==> src/rtl/bsg_transpose_row_gather.sv <==
// bsg_transpose_row_gather: gathers els_p rows into a ping-pong matrix buffer
// feeding the transpose stage over a valid/yumi interface.
module bsg_transpose_row_gather #(
    parameter int width_p = 16,
    parameter int els_p = 16,
    localparam int lg_els_lp = $clog2(els_p)
) (
    input  logic                       clk_i,
    input  logic                       reset_n_i,
    input  logic                       v_i,
    input  logic [width_p-1:0]         data_i,
    output logic                       ready_o,
    output logic                       v_o,
    output logic [width_p*els_p-1:0]   data_o,
    input  logic                       yumi_i
);
    logic [width_p*els_p-1:0] bank_q [2];
    logic [width_p*els_p-1:0] bank_d [2];
    logic [lg_els_lp-1:0] wr_row_q, wr_row_d;
    logic wr_bank_q, wr_bank_d, rd_bank_q, rd_bank_d;
    logic [1:0] full_q, full_d;
    logic acc, yumi, last;

    assign ready_o = ~full_q[wr_bank_q];
    assign v_o = full_q[rd_bank_q];
    assign data_o = bank_q[rd_bank_q];

    // accept and yumi always target different banks, so full_d updates never collide
    always_comb begin
        acc = v_i & ready_o;
        yumi = yumi_i & v_o;
        last = wr_row_q == lg_els_lp'(els_p - 1);
        bank_d = bank_q;
        if (acc) bank_d[wr_bank_q][wr_row_q*width_p +: width_p] = data_i;
        wr_row_d = acc ? (last ? '0 : wr_row_q + lg_els_lp'(1)) : wr_row_q;
        wr_bank_d = wr_bank_q ^ (acc & last);
        rd_bank_d = rd_bank_q ^ yumi;
        full_d = full_q;
        if (yumi) full_d[rd_bank_q] = 1'b0;
        if (acc & last) full_d[wr_bank_q] = 1'b1;
    end

    always_ff @(posedge clk_i or negedge reset_n_i) begin
        if (!reset_n_i) begin
            bank_q <= '{default: '0};
            wr_row_q <= '0;
            wr_bank_q <= 1'b0;
            rd_bank_q <= 1'b0;
            full_q <= 2'b00;
        end else begin
            bank_q <= bank_d;
            wr_row_q <= wr_row_d;
            wr_bank_q <= wr_bank_d;
            rd_bank_q <= rd_bank_d;
            full_q <= full_d;
        end
    end

    assert property (@(posedge clk_i) disable iff (!reset_n_i) yumi_i |-> v_o)
        else $error("yumi_i asserted while v_o is low");
endmodule

==> config.mk <==
export PLATFORM = sky130hd
export DESIGN_NAME = bsg_transpose_row_gather
export DESIGN_NICKNAME = d
export VERILOG_FILES = /design/src/rtl/bsg_transpose_row_gather.sv
export SDC_FILE = /design/constraint.sdc
export NUM_CORES = 1
export LEC_CHECK = 0
export BUFFER_PORTS_ARGS = -buffer_cell sky130_fd_sc_hd__buf_2
export CORE_ASPECT_RATIO = 0.7
export CORE_MARGIN = 3
export CORE_UTILIZATION = 58
export DETAILED_ROUTE_END_ITERATION = 8
export PLACE_DENSITY = 0.8
export SLEW_MARGIN = 40
export SYNTH_ARGS = -nofsm -noshare
export SYNTH_HDL_FRONTEND = slang
export SYNTH_SLANG_ARGS = --single-unit
==> constraint.sdc <==
create_clock -name clk_i -period 3.1 [get_ports clk_i]
set_input_delay 0.31 -clock clk_i [delete_from_list [all_inputs] [get_ports clk_i]]
set_output_delay 0.31 -clock clk_i [all_outputs]
set_load 0.1 [all_outputs]
[Yosys cells after proc, flatten, opt, wreduce, memory -nomap -nowiden]
Index checks and enable logic that the tools add are counted.
Word-level totals
  bits in registers: 520
  input bits: 20
  output and inout bits: 258
  word-level logic and storage cells: 49
Operators by class
  add/subtract/negate cells: 2
  $lt $le $gt $ge: 7
  equal/unequal tests: 1
  shift operators: 2
  multiplexer cells: 17
  bitwise logic cells: 11
  reduce and logical (&&, ||, !) cells: 3
Operators with widths (number)
  $mux 256: 4
  $bwmux 512: 1
  $demux 256 s1: 1
  $shift 16x34->256 const A: 1
  $shiftx 16x34->256: 1
  $neg 8->34: 1
  $mux 1: 6
  $add 4x1->4 const B: 1
  $eq 4x4->1 const B: 1
  $ge 2x2->1 const B: 2
  $lt 1x2->1 const B: 2
  $mux 2: 2
  $mux 4: 1
  $not 1->2: 2
  $and 1x1->1: 3
  $logic_and 1x1->1: 3
  $and 2x2->2: 1
  $demux 1 s1: 2
  $ge 1x1->1 const B: 2
  $lt 2x1->1 const B: 1
  $not 2->2: 1
  $or 2x2->2: 1
  $xor 1x1->1: 2
  $not 1->1: 1

[Longest topological paths before layout]
Gate-level depths: netlist (run 1).
  depth after elaboration: 9
  depth in mapped cells: 10
  mapped depth without buffers: 6

[Worst setup path before layout (run 1)]
OpenSTA, ideal clock, no wires.
  path type: reg-to-output
  start: reg rd_bank_q
  end: out data_o[208]
  arrival time: 2.910 ns
  required time: 2.790 ns
  slack: -0.120 ns
  cell stages (with the launch flop): 4
  path buffers: 2
  path through: dfrtp_1 -> clkbuf_1 -> clkbuf_1 -> o21ai_0
Between the ends
  cells in the longest elaborated chain, start to end: 4
Ends and longest elaborated chain
  from (decl): RTL line 20  | logic wr_bank_q, wr_bank_d, rd_bank_q, rd_bank_d;
  from (signal assigned): RTL line 54  | rd_bank_q <= rd_bank_d;
  $not 1->2 (not written as such): RTL line 26  | assign data_o = bank_q[rd_bank_q];
  $mux 256 (not written as such) (3 in a row): RTL line 26
  to (decl): RTL line 14  | output logic [width_p*els_p-1:0] data_o,
No other way between the ends. The select of a mux whose other input is x is not followed.

[Worst setup path in the final report (run 1)]
  start: reg wr_row_q[0]
  end: reg bank_q[205] in the netlist's numbering
Between the ends
  cells in the longest elaborated chain, start to end: 5
  elaborated cells between the ends (all ways): 6
  those cells by class: add/sub: 1; shift: 2; mux: 3
Ends and longest elaborated chain
  from (decl): RTL line 19  | logic [lg_els_lp-1:0] wr_row_q, wr_row_d;
  from (signal assigned): RTL line 52  | wr_row_q <= wr_row_d;
  $neg 8->34 (*): RTL line 34  | if (acc) bank_d[wr_bank_q][wr_row_q*width_p +: width_p] = data_i;
  $shift 16x34->256: RTL line 34
  $mux 256 (not written as such): RTL line 34
  $demux 256 s1: RTL line 34
  $bwmux 512 (*): RTL line 34
  to (signal assigned): RTL line 51  | bank_q <= bank_d;
  to (decl): RTL line 17  | logic [width_p*els_p-1:0] bank_q [2];
Mark *: on every way between the ends. The rest lies on a longest branch, timed or not.
A chain may end at the register's enable or synchronous reset.

==> results of run 1 <==
kinds of logic (layout without fill, tap and decap cells):
family	Yosys count	after routing
AND/OR/NAND/NOR	77	77
buffers and inverters	128	418
multiplexers	764	764
adder cells (fa/ha/maj)	3	3
AO/OA/AOI/OAI	21	21
flip-flops	520	520
XOR/XNOR	3	3
critical path, stage by stage (launching register included):
cell      delay, ns
dfrtp_1        0.55
clkinv_1       0.17
ha_1           0.40
buf_4          0.20
nor3_1         0.28
nand3_1        0.27
nor2_2         0.42
buf_12         0.20
mux2_2         0.34
synth_stat cells (3+ instances only):
cell type	number	area, um^2
mux2_2	760	8560
dfrtp_1	520	13000
clkbuf_1	83	312
buf_2	30	150
nand2_1	17	63.8
o21ai_0	14	70.1
nor2_1	12	45.0
nand3_1	11	55.1
inv_1	6	22.5
nor2_2	5	31.3
buf_6	4	45.0
mux2i_1	4	40.0
nand3_2	4	40.0
and3_1	3	18.8
and3b_1	3	26.3
buf_4	3	22.5
ha_1	3	37.5
registers in the layout, summed over array words and instances (netlist names):
signal,flops
rd_bank_q,1
full_q,2
wr_row_q,4
bank_q,512
wr_bank_q,1
routing by layer:
metal / GRT usage / vias up
met5: 0 / -
met3: 0.0395 / 82
met1: 0.372 / 7120
met2: 0.418 / 288
li1: - / 5921
met4: 0.0750 / 2
what timing repair did:
| action | in CTS | in global routing |
|---|---|---|
| hold buffers | 2 | 0 |
| resized for setup | 0 | 0 |
| endpoints found under the hold margin | 75 | 0 |
through the flow:
| stage | TNS [ns] | utilization |
|---|---|---|
| 2_1_floorplan | -0.359 | - |
| 3_3_place_gp | 0 | 0.645 |
| 3_5_place_dp | 0 | 0.645 |
| 4_1_cts | 0 | 0.686 |
| 5_1_grt | 0 | 0.686 |
| 6_report | 0 | 0.686 |
path summary, 6_finish.rpt:
| path | slack, ns | to | cells past startpoint |
|---|---|---|---|
| max | 0.13 | bank_q[205] | 8 |
| min | 0.12 | wr_row_q[0] | 3 |
| max reg2reg | 0.13 | bank_q[205] | 8 |
| min reg2reg | 0.50 | bank_q[234] | 1 |
| max in group asynchronous | 1.76 | rd_bank_q | 3 |
| min in group asynchronous | 0.37 | bank_q[392] | 2 |
final cells by class:
class                   count  area [um^2]  share of cell area
clock inverters            16          159             0.00599
repair buffers            326         1920              0.0724
clock buffers              69         1410              0.0532
multi-input cells         868         9320               0.352
inverters                   7         26.3            0.000991
well taps                 527          659              0.0249
flip-flops and latches    520        13000               0.491
==> flow_summary.toml, run 1 <==
[clocking]
cts_buffers = 49
clkTransAtPathRegs_ns = 0.06
cts-root-buf = "clkbuf_16"
clockBufferDepth = 3
clkSinkCount = 520
h-tree-depth = 2
clk_latency_ns = 0.56
postCtsSetupBuffers = 0
cts_tree = "done"

[critical_path]
required_ns = 3.53
cp.arrival_ns = 3.39
criticalPathCategory = "reg2reg"
critPathLaunch = "wr_row_q[0]"
regToRegStartpoint = "wr_row_q[0]"
crit_fanout = 11
cp-start-kind = "flip-flop"
endpoint_kind = "flip-flop"

[global_route]
grt_pass1_wl_um = 84600
antenna_found_initial = 1
overflow = 0
grt_max_degree = 90
grt_pass1_vias = 14264
grt_usage = 0.260

[routing]
dr.pass1.iters = 4
wl_met1_um = 24300
drt_iter0_markers = 580
routed.top_layer = "met5"
wl_met2_um = 25500
drc = 0
wl_per_cell_um = 23.2
wirelength_um = 54200
dr_total_vias = 13413
dr_wl_met3_um = 2910
avgViaCountPerCell = 5.75
drtAntennaViolNets = 0

[sta]
layout_min_cycle_time_ns = 2.97
period_share = 0.957
clock.fmax_mhz = 337
maxSlewViolCount = 0
max-slew-margin-rel = 0.498
hold_viol = 0
setup_viol = 0
skew_ns = 0.0169
rsz0062_at_grt = "no"
fin_ws_ns = 0.132
fin_hold_ws_ns = 0.120
worstMarginPinSlew_ns = 0.752

[synthesis]
synth_xor_area_frac = 0.00115
synth_cells = 1516
netlist_area_um2 = 22900
yosysSeqAreaShare = 0.569
ys_types = 44
synth.area.mux_share = 0.376
synth-compound-area-share = 0.00509
synth-simple-area-share = 0.0222
yosys_most_used_dff = "dfrtp_1"
async_flop_share = 1.00
yosysWarnings = 0
synth_top_family_by_area = "multiplexers"
synth-seq-cells = 520
synthesis.nets = 1539
syn_avg_cell_area_um2 = 15.1
synth_edf_count = 0
synthAdderAreaFrac = 0.00164

[final_layout]
layoutNonFillerInstCount = 2333
drive_above_1_share = 0.661
syn_to_final_growth_pct = 16.0
n_antenna_cell = 0
final.fill_count = 2623
final_common_cell = "mux2_2"
layout.nets = 1795
final_area_um2 = 26500
final_cell_mix = "mux2_2, dfrtp_1, buf_2"

[die]
placementRows = 60
die-area_um2 = 41900
dieWidth_um = 243
die_y_um = 172
pin_count = 278
initial_utilization = 0.591
core-area_um2 = 38700

[min_path]
worstHoldStart = "v_i"
hold_class = "in2reg"

[run_status]
status = "completed"

[placement]
place_ws_ns = 0.233
gp_congestion = 0.930
dp_hpwl_um = 35600
dpl_cell_area_um2 = 24900
numPortBuffers = 277
dpl.cell_count = 2246

[job]
max_cap_viol_count = 0
Power of run 1 is not shown: default switching activity piles up to over one toggle a cycle in this logic, so the estimate is an artifact.
==> inputs of run 2 (changes only) <==
--- a/config.mk
+++ b/config.mk
@@ -12,5 +12,5 @@
 export DETAILED_ROUTE_END_ITERATION = 8
 export PLACE_DENSITY = 0.8
-export SLEW_MARGIN = 40
+export SLEW_MARGIN = 20
 export SYNTH_ARGS = -nofsm -noshare
 export SYNTH_HDL_FRONTEND = slang
==> constraint.sdc (replaced) <==
create_clock -name clk_i -period 3.1 [get_ports clk_i]
set_input_delay 0.465 -clock clk_i [delete_from_list [all_inputs] [get_ports clk_i]]
set_output_delay 0.465 -clock clk_i [all_outputs]
set_load 0.1 [all_outputs]
==> run 2 against run 1 <==
Cell count hardly changed. Worst setup slack better by 0.054 ns. Critical path depth is 1 lower. Global-route usage is 0.31 points lower. Via count is 0.16% higher. Hold slack better by 0.050 ns. Fmax is 1.8% higher. Die area stayed put. Critical path type unchanged. Critical endpoint is now bank_q[422].
==> flow_summary.toml, run 2 (synthesized netlist as in run 1, its figures left out) <==
[run_status]
status = "completed"

[clocking]
clkTransAtPathRegs_ns = 0.06
clk_latency_ns = 0.57
clockBufferDepth = 3
h-tree-depth = 2
cts_buffers = 50
cts-root-buf = "clkbuf_16"
postCtsSetupBuffers = 0
cts_tree = "done"
clkSinkCount = 520

[critical_path]
r2r_end = "bank_q[422]"
critPathLaunch = "wr_row_q[0]"
regToRegStartpoint = "wr_row_q[0]"
required_ns = 3.55
crit_fanout = 10
path_cells = "clkinv_1 > ha_1 > nor3b_2 > nand3_1 > nor2_4 > buf_12 > mux2_2"
ff2ff_path_depth = 7
cp-start-kind = "flip-flop"
cp.arrival_ns = 3.36
cp-endpoint = "bank_q[422]"
r2r_slack_ns = 0.19
slowest_delay_ns = 0.55
cp_slowest_cell = "dfrtp_1"
endpoint_kind = "flip-flop"
criticalPathCategory = "reg2reg"

[routing]
wl_per_cell_um = 22.9
dr_total_vias = 13435
drt_iter0_markers = 793
wirelength_um = 53600
drc = 0
dr.pass1.iters = 5
drtAntennaViolNets = 0
avgViaCountPerCell = 5.76

[final_layout]
largest_reg_flops = 512
final_core_utilization = 0.688
final_cell_mix = "mux2_2, dfrtp_1, buf_2"
layoutNonFillerInstCount = 2334
regArea_um2 = 13000
multiInputGateArea_um2 = 9320
reg_top3 = "bank_q: 512 flops, wr_row_q: 4 flops, full_q: 2 flops"
syn_to_final_growth_pct = 16.3
layout.nets = 1792
final_common_cell = "mux2_2"
drive_above_1_share = 0.661
final.fill_count = 2616
n_antenna_cell = 0
regMostFlops = "bank_q"

[sta]
fin_hold_ws_ns = 0.170
hold_viol = 0
skew_ns = 0.0225
period_share = 0.940
clock.fmax_mhz = 343
max-slew-margin-rel = 0.477
layout_min_cycle_time_ns = 2.91
maxSlewViolCount = 0
rsz0062_at_grt = "no"
worstMarginPinSlew_ns = 0.784
finalSetupTns_ns = 0
setup_viol = 0

[global_route]
grt_pass1_wl_um = 83700
grt_pass1_vias = 14170
overflow = 0
antenna_found_initial = 2
grt_max_degree = 87
grt_usage = 0.257

[die]
placementRows = 60
core-area_um2 = 38700
pin_count = 278
die-area_um2 = 41900
die_y_um = 172
initial_utilization = 0.591
dieWidth_um = 243

[placement]
dpl.cell_count = 2243
gp_congestion = 0.810
numPortBuffers = 277
dp_hpwl_um = 34700

[min_path]
worstHoldStart = "yumi_i"
hold_class = "in2reg"

[job]
max_cap_viol_count = 0
==> run 2: cell count changes in the layout (fill, tap and decap cells not counted), sizes merged <==
cell	before	now
buf	324	321
clkinv	14	9
bufinv	3	4
clkbuf	69	73
inv	6	8
dlygate4sd3	2	1
clkinvlp	0	3
==> run 2: how the worst min path moves through the flow <==
stage | cells past startpoint | to
floorplan | 0 | bank_q[0]
global placement | 2 | bank_q[210]
detailed placement | 2 | bank_q[208]
CTS | 2 | rd_bank_q
global route | 2 | rd_bank_q
finish | 2 | rd_bank_q
==> run 2: repair_timing <==
action | 4_1_cts | 5_1_grt
gates resized for setup | 0 | 0
hold buffers | 1 | 0
endpoints found under the hold margin | 68 | 0
==> run 2: layout make-up <==
class	instances	share of cell area
flip-flops and latches	520	0.490
multi-input cells	868	0.351
repair buffers	322	0.0710
clock buffers	73	0.0556
well taps	527	0.0248
clock inverters	17	0.00762
inverters	7	0.000988
==> run 2: metrics by stage <==
stage	setup slack [ns]	area (um^2)
floorplan	-0.275	22900
CTS	0.211	26600
detailed placement	0.223	24900
global placement	0.391	24900
global route	0.0616	26600
finish	0.186	26600
==> run 2: metal layers <==
layer | up-vias | routed length (um) | GRT usage
met3 | 99 | 2430 | 0.0423
met5 | - | 16 | 0
met2 | 295 | 25000 | 0.409
met4 | 4 | 1830 | 0.0828
met1 | 7122 | 24200 | 0.366
li1 | 5915 | - | -
==> run 2: critical path: cells and delay by family, from the launching register on <==
| kind | cells | cell delay [ns] |
|---|---|---|
| muxes | 1 | 0.34 |
| adders and majority gates | 1 | 0.43 |
| DFF | 1 | 0.55 |
| and+or+nand+nor | 3 | 1.16 |
| buffers and inverters | 2 | 0.33 |
Power of run 2 is left out for the same reason.
